**config.mk**
```make
export PLATFORM = sky130hd
export DESIGN_NAME = core_input_sched
export DESIGN_NICKNAME = d
export VERILOG_FILES = /design/src/rtl/core_input_sched.sv
export SDC_FILE = /design/constraint.sdc
export NUM_CORES = 1
export LEC_CHECK = 0
export CORE_MARGIN = 1
export CORE_UTILIZATION = 55
export CTS_CLUSTER_SIZE = 25
export DETAILED_ROUTE_END_ITERATION = 12
export GPL_ROUTABILITY_DRIVEN = 0
export PLACE_DENSITY = 0.91
export REMOVE_ABC_BUFFERS = 1
export SLEW_MARGIN = 30
export SYNTH_ARGS = -nofsm -noshare
export SYNTH_HDL_FRONTEND = slang
export SYNTH_SLANG_ARGS = --single-unit
```
**constraint.sdc**
```tcl
create_clock -name CLK -period 7.1 [get_ports CLK]
set_input_delay 0.71 -clock CLK [delete_from_list [all_inputs] [get_ports CLK]]
set_output_delay 0.71 -clock CLK [all_outputs]
set_load 0.01 [all_outputs]
```
**src/rtl/core_input_sched.sv**
```systemverilog
// core_input_sched: round-robin scheduler that hands the realign/core-input path
// one 16-word block at a time, for one SHA256 thread at a time.
//
// Ports:
//   CLK, RST       clock, synchronous active-high reset
//   thread_req     per-thread block request (level)
//   thread_blk_op  per-thread block op, slice i belongs to thread i
//   src_rdy        realign has block data available
//   block_done     1-cycle pulse: 16th word of the current block written
//   thread_num     granted thread {core_num, seq_num}, held while busy
//   blk_op         op of the granted thread, held while busy
//   start          1-cycle pulse: begin transfer for thread_num
//   busy           high from grant through the ack cycle
//   thread_ack     one-hot 1-cycle pulse: block for that thread complete

`ifndef MSB
`define MSB(x) ($clog2((x)+1)-1)
`endif
`ifndef BLK_OP_MSB
`define BLK_OP_MSB 2
`endif

module core_input_sched #(
   parameter int N_CORES       = 3,
   parameter int N_CORES_MSB   = `MSB(N_CORES-1),
   parameter int N_THREADS     = 2*N_CORES,
   parameter int N_THREADS_MSB = `MSB(N_THREADS-1)
) (
   input  logic                                CLK,
   input  logic                                RST,
   input  logic [N_THREADS-1:0]                thread_req,
   input  logic [N_THREADS*(`BLK_OP_MSB+1)-1:0] thread_blk_op,
   input  logic                                src_rdy,
   input  logic                                block_done,
   output logic [N_THREADS_MSB:0]              thread_num,
   output logic [`BLK_OP_MSB:0]                blk_op,
   output logic                                start,
   output logic                                busy,
   output logic [N_THREADS-1:0]                thread_ack
);

   localparam int BW = `BLK_OP_MSB + 1;
   localparam int TW = N_THREADS_MSB + 1;
   localparam int SW = TW + 1;   // ptr + offset can reach 2*N_THREADS-2

   typedef enum logic [1:0] {IDLE, ISSUE, WAIT, ACK} state_t;

   state_t               state;
   logic [TW-1:0]        ptr;
   logic                 holdoff;

   logic                 gnt_vld;
   logic [TW-1:0]        gnt_idx;
   logic [SW-1:0]        rr_sum;
   logic [N_CORES_MSB:0] gnt_core;
   logic                 gnt_seq;
   logic                 grant;

   // Priority search starting at ptr. N_THREADS is not a power of two, so the
   // wrap is an explicit compare-and-subtract rather than counter overflow.
   always_comb begin
      gnt_vld = 1'b0;
      gnt_idx = '0;
      rr_sum  = '0;
      for (int k = 0; k < N_THREADS; k++) begin
         rr_sum = {1'b0, ptr} + SW'(k);
         if (rr_sum >= SW'(N_THREADS))
            rr_sum = rr_sum - SW'(N_THREADS);
         if (!gnt_vld && thread_req[rr_sum[TW-1:0]]) begin
            gnt_vld = 1'b1;
            gnt_idx = rr_sum[TW-1:0];
         end
      end
   end

   // Thread index is {core_num, seq_num}, two threads per core.
   assign gnt_core = gnt_idx[TW-1:1];
   assign gnt_seq  = gnt_idx[0];

   // holdoff gives requesters one IDLE cycle after ack to drop their request.
   assign grant = src_rdy && !holdoff && gnt_vld;

   always_ff @(posedge CLK) begin
      if (RST) begin
         state      <= IDLE;
         ptr        <= '0;
         holdoff    <= 1'b0;
         thread_num <= '0;
         blk_op     <= '0;
         start      <= 1'b0;
         busy       <= 1'b0;
         thread_ack <= '0;
      end else begin
         start      <= 1'b0;
         thread_ack <= '0;
         case (state)
            IDLE: begin
               holdoff <= 1'b0;
               if (grant) begin
                  thread_num <= {gnt_core, gnt_seq};
                  blk_op     <= thread_blk_op[int'(gnt_idx)*BW +: BW];
                  busy       <= 1'b1;
                  start      <= 1'b1;
                  state      <= ISSUE;
               end
            end
            // block_done during ISSUE is deliberately not sampled.
            ISSUE: state <= WAIT;
            // Grant is committed: thread_req is not looked at here.
            WAIT: begin
               if (block_done) begin
                  thread_ack <= N_THREADS'(1) << thread_num;
                  state      <= ACK;
               end
            end
            ACK: begin
               busy    <= 1'b0;
               holdoff <= 1'b1;
               ptr     <= (thread_num == TW'(N_THREADS-1)) ? '0 : thread_num + TW'(1);
               state   <= IDLE;
            end
            default: state <= IDLE;
         endcase
      end
   end

endmodule

```
=== Word level (Yosys, flattened, before mapping) ===
Index checks and enable logic that the tools add are counted.

* $add $sub $neg: 12
* Multipliers: 1
* Order comparisons: 12
* Eq/ne operators: 6
* Shift-type cells: 2
* Muxes and demuxes: 38
* Bitwise gates (word level): 3
* Reductions and logical operators: 20

{| class="wikitable"
|+ Operators by type and width
! operator !! number
|-
| $mux W3 || 13
|-
| $lt A3 B4 Y1 const B || 6
|-
| $ge A4 B3 Y1 const B || 5
|-
| $bmux W1 S3 || 6
|-
| $shiftx A18 B6 Y3 || 1
|-
| $sub A3 B3 Y3 const B || 6
|-
| $mux W1 || 14
|-
| $add A3 B2 Y4 const B || 2
|-
| $add A3 B3 Y4 const B || 2
|-
| $pmux W2 S4 || 1
|-
| $logic_and A1 B1 Y1 || 7
|-
| $logic_not A1 Y1 || 6
|-
| $reduce_and A2 Y1 || 3
|-
| $shl A1 B3 Y6 const A || 1
|-
| $mul A3 B2 Y5 const B || 1
|-
| $add A3 B1 Y4 const B || 1
|-
| $eq A2 B2 Y1 const B || 2
|-
| $mux W2 || 2
|-
| $ne A2 B2 Y1 const B || 2
|-
| $pmux W1 S2 || 2
|-
| $add A3 B1 Y3 const B || 1
|-
| $eq A3 B3 Y1 const B || 1
|-
| $ge A3 B3 Y1 const B || 1
|-
| $not A1 Y1 || 3
|-
| 5 further kinds || 5
|}

* Register bits: 20
* Input port bits: 28
* Output and inout bits: 14
* Word-level logic and storage cells: 102

=== Depth between registers and ports, before layout ===
Gate-level depths: netlist of the first run.

* Depth in word-level cells: 23
* Depth in mapped cells: 16
* Gate-level depth less buffers: 11

=== Worst setup path after synthesis of the first run ===
OpenSTA, ideal clock, no wires.

* Path kind: register to register
* From: register ptr[0]
* To: register blk_op[1]
* Library setup time: 0.116 ns
* Arrival time: 3.304 ns
* Data required time: 6.984 ns
* Setup slack: 3.680 ns
* Cell stages (with the launch flop): 16
* Path buffers: 4
* Clock period less this slack: 3.420 ns
* Path through: dfxtp_1 -> buf_6 -> buf_6 -> inv_1 -> ha_1 -> buf_2 -> buf_1 -> inv_1 -> nor2_1 -> o21ai_0 -> o21ai_2 -> a311oi_2 -> a211oi_4 -> mux2_1 -> a32o_1 -> a31o_1

* Longest elaborated chain between the ends: 22
* Elaborated cells on any way between the ends: 61
* Those cells by class: add/sub (11); mul (1); order compare (6); shift (1); mux (30); reduce/logical (12)

{| class="wikitable"
|+ RTL lines
! what !! RTL line !! RTL
|-
| from (decl) || 49 || <nowiki>logic [TW-1:0] ptr;</nowiki>
|-
| from (signal assigned) || 119 || <nowiki>ptr <= (thread_num == TW'(N_THREADS-1)) ? '0 : thread_num + TW'(1);</nowiki>
|-
| parallel branches: the longest is 22 deep, another holds $add A3 B1 Y4 || - ||
|-
| to (signal assigned) || 101 || <nowiki>blk_op <= thread_blk_op[int'(gnt_idx)*BW +: BW];</nowiki>
|-
| to (decl) || 36 || <nowiki>output logic [`BLK_OP_MSB:0] blk_op,</nowiki>
|}

Parallel ways; which one is timed is not known. The select of a mux whose other input is x is not followed.
A chain may end at the register's enable or synchronous reset.

=== Final worst setup path of the first run ===
* From: register ptr[0]
* To: register blk_op[2]

The elaborated chain is that of the path after synthesis.

==> key figures, run 1 <==
Detailed routing
  • DR vias/cell: between 6 and 7
  • ANT nets after route: 0
  • WL final: roughly 4800 microns
  • Drt first pass iters: 4
  • Residual DRC: 0
  • DR iter-0 viols: about 130
  • Per-cell routed wire length: between 15 and 20 microns
  • Vias: between 1.5k and 2k

Global route
  • Largest net degree at the start of global routing: 24
  • GRT Total Usage: between 20 and 30%
  • Gr ovfl total: 0
  • Vias in the first global route: between 1.5k and 2k
  • First-pass GRT wire length: 7860 microns
  • Initial antenna violation count: 0

STA
  • RSZ-0062 raised after global routing: false
  • Fin crit period: 3.89 ns
  • Slew Viols, Final: 0
  • Slew headroom: 58.5%
  • Fin crit share: a little over half
  • Final hold violation count: 0
  • Final setup vio count: 0
  • Worst-Margin Slew: between 0.6 and 0.7 ns
  • Setup TNS: 0 ns
  • Final Skew: about 0.0093 ns
  • Max frequency: between 0.2 and 0.3 GHz
  • Hold slack: approximately 0.49 ns

Worst setup path
  • Crit path max fanout: 23
  • Setup crit end kind: flip-flop
  • R2r startpoint: ptr[0]
  • CP required: about 7.3 ns
  • CP Launch Type: flip-flop
  • R2r setup slk: approximately 3.2 ns
  • R2r worst-path depth: 11
  • Reg-to-reg endpoint: blk_op[2]
  • CP Class: flip-flop to flip-flop
  • Worst Path Arrival: 4.12 ns

Run status
  • Status: finished, final reports clean

Floorplanning
  • Die Span Y: 61.4 microns
  • CORE AREA: approximately 0.0034 sq mm
  • Initial Utilization: 57.7%
  • Die area: ~0.0038 sq mm
  • Die width: 61.4 microns
  • Site Rows: 21
  • I/O Pins: 42

Clocking
  • Post-CTS setup buffers: 0
  • Clk buf depth: 2
  • Sink Count: 20
  • Root buffer cell: clkbuf_4
  • CTS Buf Count: 3
  • Clock transition at the registers of the reported paths: between 0.1 and 0.15 ns
  • Worst-Skew Late Latency: 0.31 ns
  • CTS HTree Levels: 1
  • Post_cts resized: 0
  • TritonCTS clock tree: yes
  • # hold bufs at CTS: 0

Pwr
  • Cell leakage power: between 0.0008 and 0.0009 uW
  • Power per cell area: about 300 mW/mm^2
  • Worst VDD drop: ~130 uV
  • Total power: slightly above 700 uW

Synth
  • Yosys reg bits: 20
  • Synth Warn #: 0
  • Synth Cell Area: 0.00194 sq mm
  • Main synth FF type: dfxtp_1
  • Synth area leader: dfxtp_1
  • EDFF count, synth: 0
  • Sequential cell area fraction in the yosys report: 20.6%
  • Mapped Cells: 229
  • Mean Syn Cell Area: 8.48 sq um
  • Top-area cell type share of the netlist area: roughly a fifth
  • Asr flop ratio synth: 0%
  • Synth top area cells: dfxtp_1 (21%), mux2i_1 (11%), ha_1 (7.7%)
  • Synth unique cells: 63

Min path
  • Worst Hold Path EP: busy
  • Hold WC Path Type: flip-flop to flip-flop
  • Worst min-delay path startpoint: busy
  • Hold path depth: 2

Cells and area
  • Layout cells sized above 1: under 10%
  • Fin nets: between 300 and 400
  • Fin area: around 0.0024 sq mm
  • # fillers: between 200 and 300
  • Utilization after layout: 70.9%
  • P&R area growth vs syn: 22.9%
  • Antenna Cells: 0

Place
  • IO Port Bufs: a little over 40
  • DP Wirelength: 3540 microns
  • Dpl cell area: 0.00233 sq mm

Run
  • Max-cap violations: 0
-- cell usage after synthesis, drive strengths merged (2+ instances only) --
| cell | count |
|---|---|
| nand4 | 3 |
| a21o | 5 |
| a31o | 2 |
| a32o | 3 |
| a311oi | 4 |
| a211oi | 10 |
| nand2 | 12 |
| nand2b | 5 |
| mux2i | 22 |
| mux2 | 4 |
| xor2 | 3 |
| nor2b | 3 |
| nand4b | 2 |
| clkbuf | 3 |
| o21ai | 9 |
| a22oi | 2 |
| or2 | 2 |
| and4b | 2 |
| nor2 | 24 |
| inv | 9 |
| a31oi | 2 |
| dfxtp | 20 |
| buf | 10 |
| or3 | 2 |
| ha | 12 |
| and3 | 3 |
| nand3 | 5 |
| nor4 | 2 |
| nor3 | 9 |
| and2 | 2 |
| nand3b | 3 |
| a21oi | 9 |
| xnor2 | 3 |
-- through the flow --
step / instances / setup slack (ns)
after floorplan: 216 / 3.39
after global placement: 303 / 3.05
after detailed placement: 303 / 2.93
after CTS: 307 / 2.82
after global routing: 307 / 2.85
final: 307 / 3.21
-- area by class of cell --
type	count	area, sq um	share of cell area [%]
clock inverters	1	30.0	1.26
well taps	46	57.6	2.41
clock buffers	3	22.5	0.944
inverters	9	33.8	1.42
flip-flops and latches	20	402	16.8
repair buffers	41	410	17.2
multi-input cells	187	1430	59.9
-- registers in the layout (all words and copies together) (netlist names) --
signal	cells
thread_ack	6
blk_op	3
ptr	3
thread_num	3
state	2
busy	1
holdoff	1
start	1
-- worst max-delay path by stage --
stage / from / slack, ns / end
after floorplan: ptr[0] / 3.39 / blk_op[1]
after detailed placement: ptr[0] / 2.93 / blk_op[2]
after CTS: ptr[0] / 2.82 / blk_op[2]
after global placement: ptr[0] / 3.05 / blk_op[1]
after global routing: ptr[0] / 2.85 / blk_op[2]
final: ptr[0] / 3.21 / blk_op[2]
-- report_power, final --
group | total (uW) | internal, uW | switching (uW) | leakage [uW]
clock | 95.3 | 57.1 | 38.2 | 0.0000279
combinational | 434 | 204 | 230 | 0.000699
sequential | 175 | 138 | 37.3 | 0.000164
total | 705 | 399 | 306 | 0.000890
-- critical path, cell delays in order (launching register included) --
cell and delay, ns:
dfxtp_2 0.68, inv_1 0.18, ha_1 0.68, nand4_1 0.16
a22oi_1 0.32, mux2i_1 0.18, nand3_1 0.13, a311oi_2 0.13
a211oi_4 0.52, mux2_1 0.39, a32o_1 0.26, a31o_1 0.17
-- layer usage --
layer / GRT usage, % / up-vias / wire [microns]
met3: 4.20 / 5 / 239
met5: 0 / - / 0
met1: 35.0 / 901 / 2080
met4: 6.03 / 0 / 34
li1: - / 914 / -
met2: 50.5 / 79 / 2450
-- layout by cell type (no fill, tap or decap), types with 7 or more instances in the layout --
| cell | n |
|---|---|
| clkdlybuf4s50_1 | 41 |
| nor2_1 | 24 |
| mux2i_1 | 21 |
| dfxtp_1 | 19 |
| nand2_1 | 12 |
| ha_1 | 12 |
| inv_1 | 9 |
| a211oi_1 | 9 |
| nor3_1 | 9 |
| a21oi_1 | 8 |
| o21ai_0 | 7 |
-- kinds of logic after synthesis --
group,synth area share [%]
flops,20.6
buf+inv,5.73
compound gates,22.4
mux,15.5
xor+xnor,3.48
simple gates,24.6
fa+ha+maj,7.73
No activity file was read; power rests on OpenSTA's default activity.
==> run 2, diff against run 1 <==
CORE_UTILIZATION = 51   (was 55)
PLACE_DENSITY = 0.85   (was 0.91)
clock period = 4 ns   (was 7.1 ns; I/O delays follow)
==> run 2 against run 1 <==
Register-to-register slack lost 2.9 ns. Power grew 74%. Flip-flop and latch count is the same. Combinational power grew 80%. Setup slack lost 2.9 ns. Via count shrank 2.9%. First-iteration DRC count shrank 26%. Core utilization shrank 4.8 points. Critical endpoint is now blk_op[1].
==> key figures, run 2 (synthesis results as in run 1) <==
Run status
  • Status: finished, final reports clean

Worst setup path
  • Family with the most delay on the worst path: compound AO/OA/AOI/OAI gates
  • Cell Chain, Critical Path: inv_1 > ha_1 > nor2b_1 > o31a_1 > or4_1 > nand3_2 > a311oi_2 > a211oi_4 > mux2_1 > a32o_1 > a31o_1
  • Worst Path Arrival: approximately 3.8 ns
  • Worst Path Buf+Inv: 1
  • CP required: 4.15 ns
  • Setup crit end kind: flip-flop
  • R2r worst-path depth: 11
  • Critical Path Max Stage Delay: 0.54 ns
  • CP Class: flip-flop to flip-flop
  • R2r setup slk: approximately 0.33 ns
  • Crit path max fanout: 9
  • R2r startpoint: ptr[1]
  • Slowest cell on the critical path: dfxtp_1
  • CP Launch Type: flip-flop
  • Reg-to-reg endpoint: blk_op[1]

Clocking
  • Root buffer cell: clkbuf_8
  • Post-CTS setup buffers: 0
  • CTS Buf Count: 3
  • Sink Count: 20
  • Clk buf depth: 2
  • Worst-Skew Late Latency: 0.25 ns
  • Post_cts resized: 0
  • TritonCTS clock tree: yes
  • Clock transition at the registers of the reported paths: 0.07 ns
  • # hold bufs at CTS: 0
  • CTS HTree Levels: 1

Cells and area
  • Antenna Cells: 0
  • Fin nets: 306
  • Fin area: about 0.0024 sq mm
  • Most common cell after layout, fill and taps aside: clkdlybuf4s50_1
  • Non-filler instance count after layout: approximately 310
  • Biggest register: thread_ack
  • Max reg flops: 6
  • P&R area growth vs syn: 24.6%
  • Layout cells sized above 1: about 8.7%
  • Most frequent cells in the layout: clkdlybuf4s50_1 (41), nor2_1 (24), mux2i_1 (21)

STA
  • Worst-Margin Slew: ~0.51 ns
  • Slew headroom: around two thirds
  • Final setup vio count: 0
  • RSZ-0062 raised after global routing: false
  • Final Skew: between 0.002 and 0.0025 ns
  • Final hold violation count: 0
  • Fin crit period: about 3.7 ns
  • Hold slack: ~0.47 ns
  • Setup WS post-layout: 0.331 ns
  • Slew Viols, Final: 0
  • Fin crit share: roughly 92%
  • Setup TNS: 0 ns
  • Max frequency: about 0.27 GHz

Detailed routing
  • Per-cell routed wire length: 14.2 microns
  • Met2 Wirelength: slightly above 2000 microns
  • WL final: 4460 microns
  • Vias: around 1.8k
  • Uppermost routed layer: met4
  • Residual DRC: 0
  • DR iter-0 viols: 97
  • Routed wl met3: between 200 and 250 microns
  • ANT nets after route: 0
  • DR vias/cell: approximately 6
  • Wire length on met1: 2120 microns
  • Drt first pass iters: 4

Floorplanning
  • Die area: 0.00406 sq mm
  • Site Rows: 22
  • Die width: between 60 and 70 microns
  • I/O Pins: 42
  • CORE AREA: between 0.003 and 0.004 sq mm
  • Die Span Y: between 60 and 70 microns
  • Initial Utilization: between 50% and 60%

Min path
  • Worst Hold Path EP: busy
  • Worst min-delay path startpoint: busy
  • Hold WC Path Type: flip-flop to flip-flop
  • Hold path depth: 2

Place
  • Post-Place Worst Slack: roughly 0.35 ns
  • Dpl cell area: approximately 0.0024 sq mm
  • Cells after DPL: approximately 310
  • IO Port Bufs: 41
  • DP Wirelength: between 3000 and 4000 microns

Global route
  • Initial antenna violation count: 0
  • First-pass GRT wire length: approximately 7300 microns
  • GRT Total Usage: a little under a quarter
  • Vias in the first global route: around 1.7k
  • Gr ovfl total: 0
  • Largest net degree at the start of global routing: 23

Pwr
  • Sequential power share: 24.1%
  • Switching share of power: a little over two fifths
  • Power per cell area: around 510 mW/mm^2
  • Comb power frac: between 60% and 70%
  • Cell leakage power: approximately 0.0009 uW
  • Clock power share: around 12%
  • Internal power: roughly 700 uW
  • Switching power: 526 uW
  • Worst VDD drop: about 330 uV

Run
  • Max-cap violations: 0
[run 2: changes by cell type in the layout (fill, tap and decap cells not counted), sizes merged]
cell,change
buf,+4
bufinv,-1
clkbuf,+1
[run 2: how the worst max path moves through the flow]
| stage | start | cells past startpoint | to |
|---|---|---|---|
| after floorplan | ptr[0] | 11 | blk_op[1] |
| after global placement | ptr[1] | 11 | blk_op[2] |
| after detailed placement | ptr[1] | 11 | blk_op[1] |
| after CTS | ptr[1] | 11 | blk_op[1] |
| after global routing | ptr[1] | 11 | blk_op[1] |
| final | ptr[1] | 11 | blk_op[1] |
[run 2: final cells by class]
class,instances,area (sq um)
clock buffers,4,55.1
fillers,316,1240
inverters,9,33.8
multi-input cells,187,1430
flip-flops and latches,20,400
well taps,48,60.1
repair buffers,45,440
[run 2: power groups by stage]
stage	logic (uW)	clock network, uW	registers [uW]
after CTS	777	152	294
after global routing	859	158	304
after floorplan	542	0	314
final	782	150	295
after detailed placement	772	0	296
after global placement	755	0	295
[run 2: stage by stage]
stage	total power, uW	util (%)
6_report	1230	66.1
5_1_grt	1320	66.1
4_1_cts	1220	66.1
3_5_place_dp	1070	64.6
3_3_place_gp	1050	64.6
2_1_floorplan	856	-
[run 2: worst reg2reg max path, stage by stage, from the launching register on]
cell and delay (ns):
dfxtp_1 0.54, inv_1 0.18, ha_1 0.47, nor2b_1 0.10, o31a_1 0.26, or4_1 0.50
nand3_2 0.15, a311oi_2 0.07, a211oi_4 0.50, mux2_1 0.38, a32o_1 0.26, a31o_1 0.18
[run 2: routing by layer]
layer	vias up	global-route usage, %
li1	933	-
met1	840	30.0
met2	67	38.2
met3	4	4.17
met4	0	4.55
met5	-	0
